==> src/rtl/exp_norm_pkg.sv <==
// Shared state encoding and exponent helpers for the FP add/sub normalizer.
package exp_norm_pkg;

    typedef enum logic [1:0] {
        ST_IDLE   = 2'd0,
        ST_RSHIFT = 2'd1,
        ST_LSHIFT = 2'd2,
        ST_DONE   = 2'd3
    } state_e;

    // All-ones exponent for a given width; callers cast to their own width.
    function automatic int unsigned EXP_MAX(input int unsigned ew);
        return (32'(1) << ew) - 32'(1);
    endfunction

endpackage

==> src/rtl/exp_incdec.sv <==
// Combinational W-bit increment/decrement unit; co is carry on increment, borrow on decrement.
module exp_incdec #(
    parameter int unsigned W = 8
) (
    input  logic [W-1:0] a,
    input  logic         dec,
    output logic [W-1:0] y,
    output logic         co
);

    always_comb begin
        if (dec) begin
            {co, y} = {1'b0, a} - (W+1)'(1);
        end else begin
            {co, y} = {1'b0, a} + (W+1)'(1);
        end
    end

endmodule

==> src/rtl/exp_normalizer.sv <==
// Iterative significand normalizer with exponent adjust and overflow/underflow/zero flags.
// Define STICKY_ROUND_EN to build the sticky register fed to the rounding stage.
module exp_normalizer
    import exp_norm_pkg::*;
#(
    parameter int unsigned EW = 8,
    parameter int unsigned SW = 23
) (
    input  logic          clk,
    input  logic          rst,
    input  logic          in_valid_i,
    output logic          in_ready_o,
    input  logic [EW-1:0] exp_i,
    input  logic [SW+1:0] sig_i,
    output logic          out_valid_o,
    input  logic          out_ready_i,
    output logic [EW-1:0] exp_o,
    output logic [SW:0]   sig_o,
    output logic          overflow_o,
    output logic          underflow_o,
    output logic          zero_o,
    output logic          sticky_o
);

    localparam logic [EW-1:0] EMAX = EW'(EXP_MAX(EW));

    state_e        state;
    logic [EW-1:0] exp_q;
    logic [SW+1:0] sig_q;
    logic          ovf_q;
    logic          unf_q;
    logic          zero_q;
    logic [EW-1:0] exp_step;
    logic          exp_co;

    exp_incdec #(
        .W (EW)
    ) u_incdec (
        .a   (exp_q),
        .dec (state == ST_LSHIFT),
        .y   (exp_step),
        .co  (exp_co)
    );

    always_ff @(posedge clk or negedge rst) begin
        if (!rst) begin
            state  <= ST_IDLE;
            exp_q  <= '0;
            sig_q  <= '0;
            ovf_q  <= 1'b0;
            unf_q  <= 1'b0;
            zero_q <= 1'b0;
        end else begin
            case (state)
                ST_IDLE: begin
                    if (in_valid_i) begin
                        exp_q  <= exp_i;
                        sig_q  <= sig_i;
                        ovf_q  <= 1'b0;
                        unf_q  <= 1'b0;
                        zero_q <= 1'b0;
                        if (sig_i == '0) begin
                            exp_q  <= '0;
                            zero_q <= 1'b1;
                            state  <= ST_DONE;
                        end else if (exp_i == EMAX) begin
                            ovf_q <= 1'b1;
                            sig_q <= '0;
                            state <= ST_DONE;
                        end else if (sig_i[SW+1]) begin
                            state <= ST_RSHIFT;
                        end else if (sig_i[SW]) begin
                            state <= ST_DONE;
                        end else begin
                            state <= ST_LSHIFT;
                        end
                    end
                end
                ST_RSHIFT: begin
                    exp_q <= exp_step;
                    if (exp_step == EMAX || exp_co) begin
                        ovf_q <= 1'b1;
                        sig_q <= '0;
                    end else begin
                        sig_q <= sig_q >> 1;
                    end
                    state <= ST_DONE;
                end
                ST_LSHIFT: begin
                    // Exponent cannot go below 1 as a normal: stop here as a denormal.
                    if (exp_q < EW'(2) && !sig_q[SW]) begin
                        unf_q <= 1'b1;
                        exp_q <= '0;
                        state <= ST_DONE;
                    end else begin
                        sig_q <= sig_q << 1;
                        exp_q <= exp_step;
                        if (sig_q[SW-1]) begin
                            state <= ST_DONE;
                        end
                    end
                end
                ST_DONE: begin
                    if (out_ready_i) begin
                        state <= ST_IDLE;
                    end
                end
                default: state <= ST_IDLE;
            endcase
        end
    end

`ifdef STICKY_ROUND_EN
    logic sticky_q;

    always_ff @(posedge clk or negedge rst) begin
        if (!rst) begin
            sticky_q <= 1'b0;
        end else if (state == ST_IDLE && in_valid_i) begin
            sticky_q <= 1'b0;
        end else if (state == ST_RSHIFT) begin
            sticky_q <= sig_q[0];
        end
    end

    assign sticky_o = sticky_q;
`else
    assign sticky_o = 1'b0;
`endif

    assign in_ready_o  = (state == ST_IDLE);
    assign out_valid_o = (state == ST_DONE);
    assign exp_o       = exp_q;
    assign sig_o       = sig_q[SW:0];
    assign overflow_o  = ovf_q;
    assign underflow_o = unf_q;
    assign zero_o      = zero_q;

endmodule

==> config.mk <==
export PLATFORM = sky130hd
export DESIGN_NAME = exp_normalizer
export DESIGN_NICKNAME = d
export VERILOG_FILES = /design/src/rtl/exp_norm_pkg.sv /design/src/rtl/exp_incdec.sv /design/src/rtl/exp_normalizer.sv
export SDC_FILE = /design/constraint.sdc
export NUM_CORES = 1
export LEC_CHECK = 0
export BUFFER_PORTS_ARGS = -buffer_cell sky130_fd_sc_hd__buf_2
export CORE_MARGIN = 4
export CORE_UTILIZATION = 35
export CTS_CLUSTER_DIAMETER = 50
export DETAILED_ROUTE_END_ITERATION = 7
export MAX_ROUTING_LAYER = met4
export SYNTH_ARGS = -nofsm -noshare
export SYNTH_HDL_FRONTEND = slang
export SYNTH_SLANG_ARGS = --single-unit
==> constraint.sdc <==
create_clock -name clk -period 2.1 [get_ports clk]
set_input_delay 0.42 -clock clk [delete_from_list [all_inputs] [get_ports clk]]
set_output_delay 0.42 -clock clk [all_outputs]
set_load 0.01 [all_outputs]
==> impl_metrics.yaml <==
logic_synthesis:
  yosys.area.top_type: "dfrtp_1"
  synth_nets: 351
  synth_area_leaders: "dfrtp_1 (35%), a221oi_1 (7.8%), o2111ai_1 (7.8%)"
  ys.flop_type: "dfrtp_1"
  synth_edf_count: 0
  synth_area_per_cell_sq_um: 8.820
  seq_area_frac_synth: 0.3512
  postSynthRegisterBits: 38
  yosysUniqueCellTypes: 49
  yosysWarnings: 0
  synth_top_area_frac: 0.3512
  syn_inst: 307
  synth-async-reset-ratio: 1.000
  netlist_area_sq_mm: 0.002708
drt:
  drtIter0Drc: 136
  wirelength_um: 8770
  avgViaCountPerCell: 5.776
  via_count: 2865
  ant_nets: 0
  routedWlPerCell_um: 17.68
  drtPass1Iterations: 6
  post-route-drc-count: 0
status:
  violations: "negative setup slack"
  outcome: "complete, but fails checks"
global_route:
  grt_pass1_wl_um: 13550
  gr-total-overflow: 0
  grt_start_max_net_pins: 26
  grt_pass1_vias: 2610
  grtUsageTotal: 0.1937
  antenna_found_initial: 0
final_layout:
  final_core_util: 0.5042
  drive_gt1_frac: 0.4282
  final_cell_mix: "buf_2 (73), buf_4 (44), nor2_1 (38)"
  antenna_cells: 0
  final_nets: 440
  seq_area_sq_um: 953.4
  num-fill-cells: 716
  multiInputGateArea_sq_mm: 0.001587
  layout_commonest_cell: "buf_2"
  syn_to_final_growth_pct: 37.25
clocking:
  cts_tree: "done"
  clk_latency_ns: 0.30
  hold_buffers: 0
  cts-buffers-inserted: 5
  cts_sinks: 38
  clkTransAtPathRegs_ns: 0.08
  max-clock-path-buffers: 2
  root_buffer: "clkbuf_8"
  cts_max_level: 2
setup_path:
  path_class: "reg -> reg"
  cp-end-kind: "register"
  critPathRequiredTime_ns: 2.28
  start_kind: "register"
  crit_fanout: 24
  crit_arrival_ns: 2.34
floorplan:
  rows: 31
  die_area_sq_mm: 0.009207
  die_h_um: 95.96
  ioPinCount: 75
  die_w_um: 95.96
  core-area_sq_mm: 0.007370
  start_util: 0.3674
placed_design:
  place_congestion: 0.8242
  io_buffers: 73
  dp_hpwl_um: 6258
sta:
  relSlewSlack: 0.6353
  setup_slack_ns: -0.05553
  drv_slew: 0
  hold_viol: 0
  max_freq_ghz: 0.4639
  worstMarginPinSlew_ns: 0.5460
  grt_setup_unrepaired: "yes"
  fin_worst_skew_ns: 0.006876
  period_share: 1.026
  tns_ns: -0.8266
  min_period_ns: 2.156
  finalSetupViolations: 25
power:
  vdd_drop_max_v: 0.001075
  cellLeakagePower_nw: 1.572
  powerDensity_mw_per_mm2: 2002
min_path:
  holdCritPathClass: "in -> async"
run:
  maxCapViolCount: 0
synth_stat cells, drive strengths merged (2+ instances only):
cell / count
nand4: 5
nand2: 7
inv: 9
nor4: 5
a22oi: 4
clkbuf: 14
a22o: 5
nor3: 2
nor2b: 3
o2111ai: 24
dfrtp: 38
a21oi: 32
nand3: 3
nand4b: 2
xor2: 5
nand2b: 4
o31ai: 2
o21ai: 7
a32o: 3
nor2: 40
a221oi: 24
o21a: 2
o22ai: 5
buf: 33
xnor2: 3
ha: 7
or3: 2
final timing paths:
check	slack (ns)	depth (start not counted)	end	start
hold reg to reg	0.53	2	sig_q[24]	sig_q[24]
max in group asynchronous	1.57	2	sig_q[1]	rst
min in group clk	0.42	3	sig_q[24]	sig_i[24]
setup reg to reg	-0.06	9	sig_q[22]	state[0]
hold / removal	0.06	1	exp_o[2]	rst
setup / recovery	-0.06	9	sig_q[22]	state[0]
layer usage:
metal	GRT usage	up-vias	wire (um)
met5	-	-	0
met4	0.05569	0	115
met3	0.02971	10	507
met2	0.2988	89	4175
met1	0.2638	1417	3972
li1	-	1349	-
repair_timing:
item,in CTS,in global routing
buffers inserted,1,2
pin swaps,12,5
hold endpoints to repair,0,0
resized for setup,4,16
cloned,0,2
setup endpoints to repair,30,35
sequential cells by signal, indices dropped and copies added, names as in the netlist:
| signal | flops |
|---|---|
| sig_q | 25 |
| zero_o | 1 |
| exp_o | 8 |
| overflow_o | 1 |
| underflow_o | 1 |
| state | 2 |
power breakdown:
| part | leakage, nW | switching (mW) | total (mW) | internal (mW) |
|---|---|---|---|---|
| registers | 0.447 | 0.419 | 1.57 | 1.15 |
| clock network | 0.0472 | 0.284 | 0.549 | 0.264 |
| logic | 1.08 | 2.81 | 5.32 | 2.51 |
area by class of cell:
class	instances	share of cell area
multi-input combinational	213	0.4269
sequential	38	0.2566
timing repair buffer	129	0.2485
tap	99	0.03333
clock buffer	6	0.02222
inverter	9	0.009091
clock inverter	2	0.003367
cell families (layout without fill, tap and decap cells):
| group | Yosys count | after routing | synth area share |
|---|---|---|---|
| xor+xnor | 8 | 8 | 0.02588 |
| flops | 38 | 38 | 0.3512 |
| compound gates | 118 | 118 | 0.3221 |
| fa+ha+maj | 7 | 7 | 0.03235 |
| other cells | 1 | 1 | 0.001385 |
| buf+inv | 56 | 146 | 0.1201 |
| simple gates | 79 | 79 | 0.1470 |
critical path, cell delays in order (launching register included):
cell and delay (ns):
dfrtp_1 0.39, inv_2 0.08, ha_4 0.15, or4b_1 0.45, o22ai_2 0.14, xor2_2 0.20, nand3_2 0.14, buf_12 0.19
o2111ai_1 0.20, a21oi_1 0.09
metrics by stage:
| stage | cell area, sq um | power, mW | instances | setup WS, ns | hold slack [ns] |
|---|---|---|---|---|---|
| after global placement | 3452 | 6.343 | 483 | -0.1281 | 0.3835 |
| after CTS | 3575 | 7.060 | 492 | -0.07688 | 0.06073 |
| after global routing | 3716 | 8.008 | 496 | -0.1506 | 0.07501 |
| after floorplan | 2774 | 4.723 | 307 | -0.01107 | 0.1244 |
| final | 3716 | 7.440 | 496 | -0.05553 | 0.05641 |
| after detailed placement | 3452 | 6.452 | 483 | -0.1285 | 0.3833 |
(Power assumes the default switching activity.)
